--- src/rtl/mem_access_unit_if.sv ---
// Request, response and data-memory signal bundle for mem_access_unit.
// The slave modport is the unit. The master modport is its surroundings: the CPU plus the memory read port.
interface mem_access_unit_if;
    logic        req_valid;
    logic        req_ready;
    logic        req_write;
    logic [1:0]  req_size;
    logic        req_signed;
    logic [31:0] req_addr;
    logic [31:0] req_wdata;

    logic        resp_valid;
    logic        resp_ready;
    logic [31:0] resp_rdata;
    logic        resp_err;

    logic        mem_wr_en;
    logic [31:0] mem_addr;
    logic [31:0] mem_data_in;
    logic [31:0] mem_data_out;

    modport master (
        output req_valid, req_write, req_size, req_signed, req_addr, req_wdata,
        output resp_ready, mem_data_out,
        input  req_ready, resp_valid, resp_rdata, resp_err,
        input  mem_wr_en, mem_addr, mem_data_in
    );

    modport slave (
        input  req_valid, req_write, req_size, req_signed, req_addr, req_wdata,
        input  resp_ready, mem_data_out,
        output req_ready, resp_valid, resp_rdata, resp_err,
        output mem_wr_en, mem_addr, mem_data_in
    );
endinterface

--- src/rtl/mem_access_unit.sv ---
// Load/store initiator: one request at a time, read-modify-write for sub-word stores.
// Define MAU_MISALIGN_TRAP_EN to reject misaligned accesses instead of truncating them.
module mem_access_unit #(
    parameter int unsigned MEM_BYTES = 16000
) (
    input  logic              clk,
    input  logic              reset,
    mem_access_unit_if.slave  bus
);
    typedef enum logic [1:0] {IDLE, READ, WRITE, RESP} state_e;

    localparam logic [1:0]  SZ_BYTE   = 2'b00;
    localparam logic [1:0]  SZ_HALF   = 2'b01;
    localparam logic [1:0]  SZ_WORD   = 2'b10;
    localparam logic [1:0]  SZ_ILL    = 2'b11;
    localparam logic [32:0] MEM_LIMIT = 33'(MEM_BYTES);

    function automatic logic [2:0] size_bytes(input logic [1:0] size);
        logic [2:0] n;
        case (size)
            SZ_BYTE: n = 3'd1;
            SZ_HALF: n = 3'd2;
            default: n = 3'd4;
        endcase
        return n;
    endfunction

    function automatic logic [31:0] extract_load(input logic [31:0] word, input logic [1:0] size,
                                                 input logic [1:0] off, input logic sgn);
        logic [7:0]  b;
        logic [15:0] h;
        logic [31:0] r;
        b = word[{off, 3'b000} +: 8];
        h = word[{off[1], 4'b0000} +: 16];
        case (size)
            SZ_BYTE: r = {{24{sgn & b[7]}}, b};
            SZ_HALF: r = {{16{sgn & h[15]}}, h};
            default: r = word;
        endcase
        return r;
    endfunction

    function automatic logic [31:0] merge_store(input logic [31:0] word, input logic [1:0] size,
                                                input logic [1:0] off, input logic [15:0] data);
        logic [31:0] r;
        r = word;
        if (size == SZ_BYTE) begin
            r[{off, 3'b000} +: 8] = data[7:0];
        end else begin
            r[{off[1], 4'b0000} +: 16] = data;
        end
        return r;
    endfunction

    // Request decode, evaluated against the live request fields in IDLE.
    logic        misaligned;
    logic [32:0] addr_end;
    logic        req_err;
    logic [1:0]  eff_off;

    always_comb begin
`ifdef MAU_MISALIGN_TRAP_EN
        misaligned = ((bus.req_size == SZ_HALF) && bus.req_addr[0]) ||
                     ((bus.req_size == SZ_WORD) && (bus.req_addr[1:0] != 2'b00));
`else
        misaligned = 1'b0;
`endif
        addr_end = {1'b0, bus.req_addr} + {30'd0, size_bytes(bus.req_size)};
        req_err  = (bus.req_size == SZ_ILL) || (addr_end > MEM_LIMIT) || misaligned;
        case (bus.req_size)
            SZ_BYTE: eff_off = bus.req_addr[1:0];
            SZ_HALF: eff_off = {bus.req_addr[1], 1'b0};
            default: eff_off = 2'b00;
        endcase
    end

    state_e      state_q, state_d;
    logic        req_ready_q, req_ready_d;
    logic        resp_valid_q, resp_valid_d;
    logic        resp_err_q, resp_err_d;
    logic [31:0] resp_rdata_q, resp_rdata_d;
    logic        mem_wr_en_q, mem_wr_en_d;
    logic [31:0] mem_addr_q, mem_addr_d;
    logic [31:0] mem_data_in_q, mem_data_in_d;
    logic        write_q, write_d;
    logic [1:0]  size_q, size_d;
    logic        signed_q, signed_d;
    logic [1:0]  off_q, off_d;
    logic [15:0] wdata_q, wdata_d;

    always_comb begin
        // NOTE: every _d gets a default before the case so no path leaves one unassigned (no latches).
        state_d       = state_q;
        req_ready_d   = req_ready_q;
        resp_valid_d  = resp_valid_q;
        resp_err_d    = resp_err_q;
        resp_rdata_d  = resp_rdata_q;
        mem_wr_en_d   = 1'b0;
        mem_addr_d    = mem_addr_q;
        mem_data_in_d = mem_data_in_q;
        write_d       = write_q;
        size_d        = size_q;
        signed_d      = signed_q;
        off_d         = off_q;
        wdata_d       = wdata_q;

        unique case (state_q)
            IDLE: begin
                if (bus.req_valid && req_ready_q) begin
                    req_ready_d = 1'b0;
                    write_d     = bus.req_write;
                    size_d      = bus.req_size;
                    signed_d    = bus.req_signed;
                    off_d       = eff_off;
                    wdata_d     = bus.req_wdata[15:0];
                    if (req_err) begin
                        resp_valid_d = 1'b1;
                        resp_err_d   = 1'b1;
                        resp_rdata_d = 32'h0;
                        state_d      = RESP;
                    end else begin
                        mem_addr_d = {bus.req_addr[31:2], 2'b00};
                        if (bus.req_write && (bus.req_size == SZ_WORD)) begin
                            mem_wr_en_d   = 1'b1;
                            mem_data_in_d = bus.req_wdata;
                            state_d       = WRITE;
                        end else begin
                            state_d = READ;
                        end
                    end
                end
            end
            READ: begin
                // The read word is consumed at this edge; no separate capture register is needed.
                if (write_q) begin
                    mem_wr_en_d   = 1'b1;
                    mem_data_in_d = merge_store(bus.mem_data_out, size_q, off_q, wdata_q);
                    state_d       = WRITE;
                end else begin
                    resp_valid_d = 1'b1;
                    resp_err_d   = 1'b0;
                    resp_rdata_d = extract_load(bus.mem_data_out, size_q, off_q, signed_q);
                    state_d      = RESP;
                end
            end
            WRITE: begin
                resp_valid_d = 1'b1;
                resp_err_d   = 1'b0;
                resp_rdata_d = 32'h0;
                state_d      = RESP;
            end
            RESP: begin
                if (bus.resp_ready) begin
                    resp_valid_d = 1'b0;
                    resp_err_d   = 1'b0;
                    resp_rdata_d = 32'h0;
                    req_ready_d  = 1'b1;
                    state_d      = IDLE;
                end
            end
        endcase
    end

    // Memory strobes come straight from flops, so the level-sensitive memory never sees glitches.
    always_ff @(posedge clk or posedge reset) begin
        if (reset) begin
            state_q       <= IDLE;
            req_ready_q   <= 1'b1;
            resp_valid_q  <= 1'b0;
            resp_err_q    <= 1'b0;
            resp_rdata_q  <= 32'h0;
            mem_wr_en_q   <= 1'b0;
            mem_addr_q    <= 32'h0;
            mem_data_in_q <= 32'h0;
            write_q       <= 1'b0;
            size_q        <= 2'b00;
            signed_q      <= 1'b0;
            off_q         <= 2'b00;
            wdata_q       <= 16'h0;
        end else begin
            // NOTE: non-blocking assignments so every flop samples pre-edge values.
            state_q       <= state_d;
            req_ready_q   <= req_ready_d;
            resp_valid_q  <= resp_valid_d;
            resp_err_q    <= resp_err_d;
            resp_rdata_q  <= resp_rdata_d;
            mem_wr_en_q   <= mem_wr_en_d;
            mem_addr_q    <= mem_addr_d;
            mem_data_in_q <= mem_data_in_d;
            write_q       <= write_d;
            size_q        <= size_d;
            signed_q      <= signed_d;
            off_q         <= off_d;
            wdata_q       <= wdata_d;
        end
    end

    assign bus.req_ready   = req_ready_q;
    assign bus.resp_valid  = resp_valid_q;
    assign bus.resp_err    = resp_err_q;
    assign bus.resp_rdata  = resp_rdata_q;
    assign bus.mem_wr_en   = mem_wr_en_q;
    assign bus.mem_addr    = mem_addr_q;
    assign bus.mem_data_in = mem_data_in_q;
endmodule

--- src/flat_wrapper.sv ---
// flat-port wrapper written by rule: the top's interface ports become plain ports
module mem_access_unit_flat 
#(
    parameter int unsigned MEM_BYTES = 16000
)
  (clk, reset, bus_req_valid, bus_req_write, bus_req_size, bus_req_signed, bus_req_addr, bus_req_wdata, bus_resp_ready, bus_mem_data_out, bus_req_ready, bus_resp_valid, bus_resp_rdata, bus_resp_err, bus_mem_wr_en, bus_mem_addr, bus_mem_data_in);
  mem_access_unit_if bus_i ();
  input  logic clk;
  input  logic reset;
  input wire logic [$bits(bus_i.req_valid)-1:0] bus_req_valid;
  input wire logic [$bits(bus_i.req_write)-1:0] bus_req_write;
  input wire logic [$bits(bus_i.req_size)-1:0] bus_req_size;
  input wire logic [$bits(bus_i.req_signed)-1:0] bus_req_signed;
  input wire logic [$bits(bus_i.req_addr)-1:0] bus_req_addr;
  input wire logic [$bits(bus_i.req_wdata)-1:0] bus_req_wdata;
  input wire logic [$bits(bus_i.resp_ready)-1:0] bus_resp_ready;
  input wire logic [$bits(bus_i.mem_data_out)-1:0] bus_mem_data_out;
  output wire logic [$bits(bus_i.req_ready)-1:0] bus_req_ready;
  output wire logic [$bits(bus_i.resp_valid)-1:0] bus_resp_valid;
  output wire logic [$bits(bus_i.resp_rdata)-1:0] bus_resp_rdata;
  output wire logic [$bits(bus_i.resp_err)-1:0] bus_resp_err;
  output wire logic [$bits(bus_i.mem_wr_en)-1:0] bus_mem_wr_en;
  output wire logic [$bits(bus_i.mem_addr)-1:0] bus_mem_addr;
  output wire logic [$bits(bus_i.mem_data_in)-1:0] bus_mem_data_in;
  assign bus_i.req_valid = bus_req_valid;
  assign bus_i.req_write = bus_req_write;
  assign bus_i.req_size = bus_req_size;
  assign bus_i.req_signed = bus_req_signed;
  assign bus_i.req_addr = bus_req_addr;
  assign bus_i.req_wdata = bus_req_wdata;
  assign bus_i.resp_ready = bus_resp_ready;
  assign bus_i.mem_data_out = bus_mem_data_out;
  assign bus_req_ready = bus_i.req_ready;
  assign bus_resp_valid = bus_i.resp_valid;
  assign bus_resp_rdata = bus_i.resp_rdata;
  assign bus_resp_err = bus_i.resp_err;
  assign bus_mem_wr_en = bus_i.mem_wr_en;
  assign bus_mem_addr = bus_i.mem_addr;
  assign bus_mem_data_in = bus_i.mem_data_in;
  mem_access_unit #(.MEM_BYTES(MEM_BYTES)) u_core (.clk(clk), .reset(reset), .bus(bus_i));
endmodule
--- config.mk ---
export PLATFORM = sky130hd
export DESIGN_NAME = mem_access_unit_flat
export DESIGN_NICKNAME = d
export VERILOG_FILES = /design/src/rtl/mem_access_unit_if.sv /design/src/rtl/mem_access_unit.sv /design/src/flat_wrapper.sv
export SDC_FILE = /design/constraint.sdc
export NUM_CORES = 1
export LEC_CHECK = 0
export CORE_UTILIZATION = 52
export CTS_CLUSTER_SIZE = 16
export DETAILED_ROUTE_END_ITERATION = 16
export GPL_TIMING_DRIVEN = 1
export PLACE_DENSITY = 0.85
export SLEW_MARGIN = 20
export SYNTH_ARGS = -nofsm -noshare
export SYNTH_HDL_FRONTEND = slang
export SYNTH_SLANG_ARGS = --single-unit
--- constraint.sdc ---
create_clock -name clk -period 7.1 [get_ports clk]
set_input_delay 1.42 -clock clk [delete_from_list [all_inputs] [get_ports clk]]
set_output_delay 1.42 -clock clk [all_outputs]
set_load 0.03 [all_outputs]
==> impl_summary.md <==
Run
Max-cap violations in this run came to 0.

Timing
For the pin with the worst max-slew slack, the measured transition is roughly 0.96 ns. Setup repair after global routing left no endpoint under its margin. Clock skew on the completed layout was measured at about 0.0085 ns. The final worst-path setup slack is approximately 1.7 ns.

The number of setup violations in the final report is 0. The maximum clock rate is between 150 and 200 MHz. The fraction of the cycle the final worst path needs is 0.759. The count of final hold-check violations came to 0. For the final routed database, the setup TNS stands at 0 ns. The number of max-slew violations in the final report is 0. The minimum clock period is between 5 and 6 ns. Measured against its own limit, the worst slew margin works out to 0.358.

Routing
The detailed router finished its first iteration with 740 violations. In the routed design, unresolved DRC markers number 0. The ratio of routed vias to standard cells is approximately 6.4. The final route contains 6,843 vias. In the final routed layout, each cell accounts on average for 21.4 µm. The final layout contains routed wiring with a total length of between 20 and 25 mm. The number of detailed-route iterations in the first pass is 6. The detail route stage leaves a number of antenna-violating nets equal to 0.

Synth
The share of synthesized cell area in and, or, nand and nor gates is 0.148. The most common flop cell mapped by yosys is dfrtp_1. After synthesis the cells add up to between 7000 and 8000 µm². The register bit count reported by yosys is 122. The fraction of the yosys area taken by sequential cells is 0.432. Synthesis produced a netlist whose cell count is a little over 700. A synthesized cell averages around 10 µm². The number of synthesized flops with an enable pin is 0. Of the post-synthesis cell area, the part taken by muxes is 0.124. After synthesis, the netlist uses slightly below 70 different library cells. Yosys printed 0 warnings.

Of the total synthesized cell area, the portion taken by XOR and XNOR cells is 0.00248. The fraction of the mapped netlist area in compound gates is 0.211. After synthesis, the largest family of logic cells by area is compound AO/OA/AOI/OAI gates. After synthesis, the share of flip-flops with an asynchronous set or reset is 1.00. Of the total synthesized cell area, the portion taken by full adders, half adders and majority gates is 0.0241.

Setup path
The worst setup path is captured at a register. In this run the critical register-to-register path is captured at u_core.bus.mem_data_in[21]. The startpoint of the lowest-slack register-to-register path is u_core.state_q[1]. The worst setup slack for register-to-register paths is about 3.9 ns. STA classifies the critical path startpoint as a primary input.

The required time of the worst setup path is 7.41 ns. The highest fanout seen on the critical path is 25. Counting cells, the worst reg-to-reg path comes to 8. For the worst setup path, the data arrival time is approximately 5.7 ns. The critical path class is in -> reg.

Die
The die height is between 100 and 150 µm. The die boundary width is roughly 120 µm. The overall die area is 14,100 µm². The placeable core area is roughly 13,000 µm². The starting density of the core is 0.534. The count of pins on the block boundary is 204.

The row count is 42.

Min path
The hold path startpoint is u_core.bus.mem_addr[31]. The cell depth of the worst hold path is 1. The path with the worst hold slack has its endpoint at u_core.bus.mem_addr[31]. The path type of the worst min-delay path is reg -> reg.

Clocking
Clock tree synthesis selected as its root buffer the cell clkbuf_16. The number of setup buffers added after CTS is 0. The clock tree from TritonCTS is yes.

Counting every sink on the clock net gives between 100 and 150. Gates resized during post-CTS repair numbered 0. The maximum level of the CTS H-tree is 4. Clock-pin slew was measured on the worst setup and hold paths at around 0.05 ns. In this run, post-CTS hold repair placed 0 buffers. The number of clock buffers added by TritonCTS is 17. The clock latency reported for the late side of the worst-skew pair is 0.43 ns.

The number of buffers on the longest clock path is 2.

Final layout
The footprint of the flip-flops and latches is roughly 3100 µm². The number of diodes added for antenna fixing is 0. The multi-input combinational cells in the finished layout cover a total of 3610 µm². The final cell utilization of the core is 0.735. In the layout the commonest cells are clkdlybuf4s50_1, dfrtp_1, o21ai_0. From synthesis to final layout, the design area changed by 37.8%. In the final layout, the share of cells above drive strength 1 is 0.117.

The number of filler instances in the final layout is 952. The most common cell after layout, fill and taps aside is clkdlybuf4s50_1. The number of nets in the layout is 1,005.

Power and ir drop
The clock power share is 0.229. The peak supply drop is 192 µV. The proportion of total power due to net switching is 0.421. The power per cell area is 417 nW/µm². The power dissipated by switching net loads is roughly 1700 µW. The combinational share of power is 0.476. The static power due to leakage is roughly 0.004 µW. Internal power comes to roughly 2400 µW. The register share of total power is 0.295.

Global route
The total congestion overflow after global routing is 0. The first global-routing pass estimated roughly 36 mm of wire. The via count of the first global-routing pass is 6,796. Entering global routing, the biggest net connects between 70 and 80 pins. The number of antenna violations at the first check in global routing is 0. For this run, the total global-route usage over all layers was measured as 0.330.

Placement
The post-DP HPWL is around 17 mm. OpenSTA, run right after detailed placement, puts the worst setup slack at between 1 and 1.5 ns. The congestion estimate from routability-driven global placement came to roughly 0.9. In this run the tool buffered the top-level ports with about 200 buffer cells.

Status
The run finished with clean final reports.
## how the worst max path moves through the flow
stage	start	to	depth (start not counted)
floorplan	reset	u_core.bus.mem_addr[10]	1
global placement	bus_req_size[1]	u_core.bus.mem_data_in[16]	12
detailed placement	bus_req_size[1]	u_core.bus.mem_data_in[1]	12
CTS	bus_req_size[1]	u_core.bus.mem_data_in[1]	12
global route	bus_req_size[1]	u_core.bus.mem_data_in[16]	12
finish	bus_req_size[1]	u_core.bus.mem_data_in[1]	12
## Yosys cell counts (all sizes together), types with 19 or more instances
cell type / count / area, µm²
nor2: 38 / 143
dfrtp: 121 / 3030
a21oi: 47 / 235
nand2: 38 / 145
and2: 21 / 131
o21ai: 54 / 270
a22oi: 19 / 143
mux2i: 19 / 190
buf: 24 / 144
inv: 41 / 154
nand3: 19 / 100
clkbuf: 29 / 109
mux2: 57 / 687
## sequential cells by signal, summed over array words and instances, names as in the netlist, 2 cells and up
signal	count
u_core.wdata_q	16
u_core.bus.mem_addr	30
u_core.bus.mem_data_in	32
u_core.off_q	2
u_core.bus.resp_rdata	32
u_core.size_q	2
u_core.state_q	2
## cell type report
type	instances	share of cell area
Sequential cell	122	0.314
Timing Repair Buffer	207	0.211
Clock inverter	14	0.0202
Clock buffer	18	0.0451
Inverter	41	0.0161
Tap cell	176	0.0226
Multi-Input combinational cell	499	0.371
## layer usage
| metal | vias up | track usage | part of all wire |
|---|---|---|---|
| met4 | 0 | 0.142 | 0.036 |
| met3 | 76 | 0.0825 | 0.086 |
| met5 | - | 0 | 0 |
| met1 | 3323 | 0.413 | 0.39 |
| met2 | 412 | 0.539 | 0.49 |
| li1 | 3032 | - | - |
## worst max-delay path, cell delays in order
cell and delay [ns]:
clkdlybuf4s50_1 0.73, nor2_1 0.10, ha_1 0.25, fa_1 0.46, a21o_1 0.23, and4_1 0.28, a21oi_1 0.16, o311ai_1 0.14
a211oi_2 0.38, and3_1 0.82, a21boi_4 0.32, mux2_1 0.39
## through the flow
stage | hold WS (ns) | instance area, µm² | std cells | power [µW]
floorplan | 0.471 | 7070 | 715 | 2370
detailed placement | 0.470 | 9100 | 1045 | 3090
global route | 0.494 | 9740 | 1077 | 4240
global placement | 0.469 | 9100 | 1045 | 3020
CTS | 0.486 | 9730 | 1077 | 4040
finish | 0.486 | 9740 | 1077 | 4060
## power groups by stage
stage / Sequential, µW / Clock, µW / Combinational (µW)
after floorplan: 1440 / 0 / 928
after global placement: 1180 / 0 / 1840
after detailed placement: 1190 / 0 / 1900
after CTS: 1180 / 935 / 1920
after global routing: 1220 / 968 / 2050
final: 1200 / 931 / 1930
## cell families after synthesis
group / Yosys count
xor+xnor: 2
buf+inv: 94
mux: 76
other cells: 1
compound gates: 216
flops: 122
simple gates: 190
fa+ha+maj: 13
Note: power is estimated with default switching activity, not from simulation.
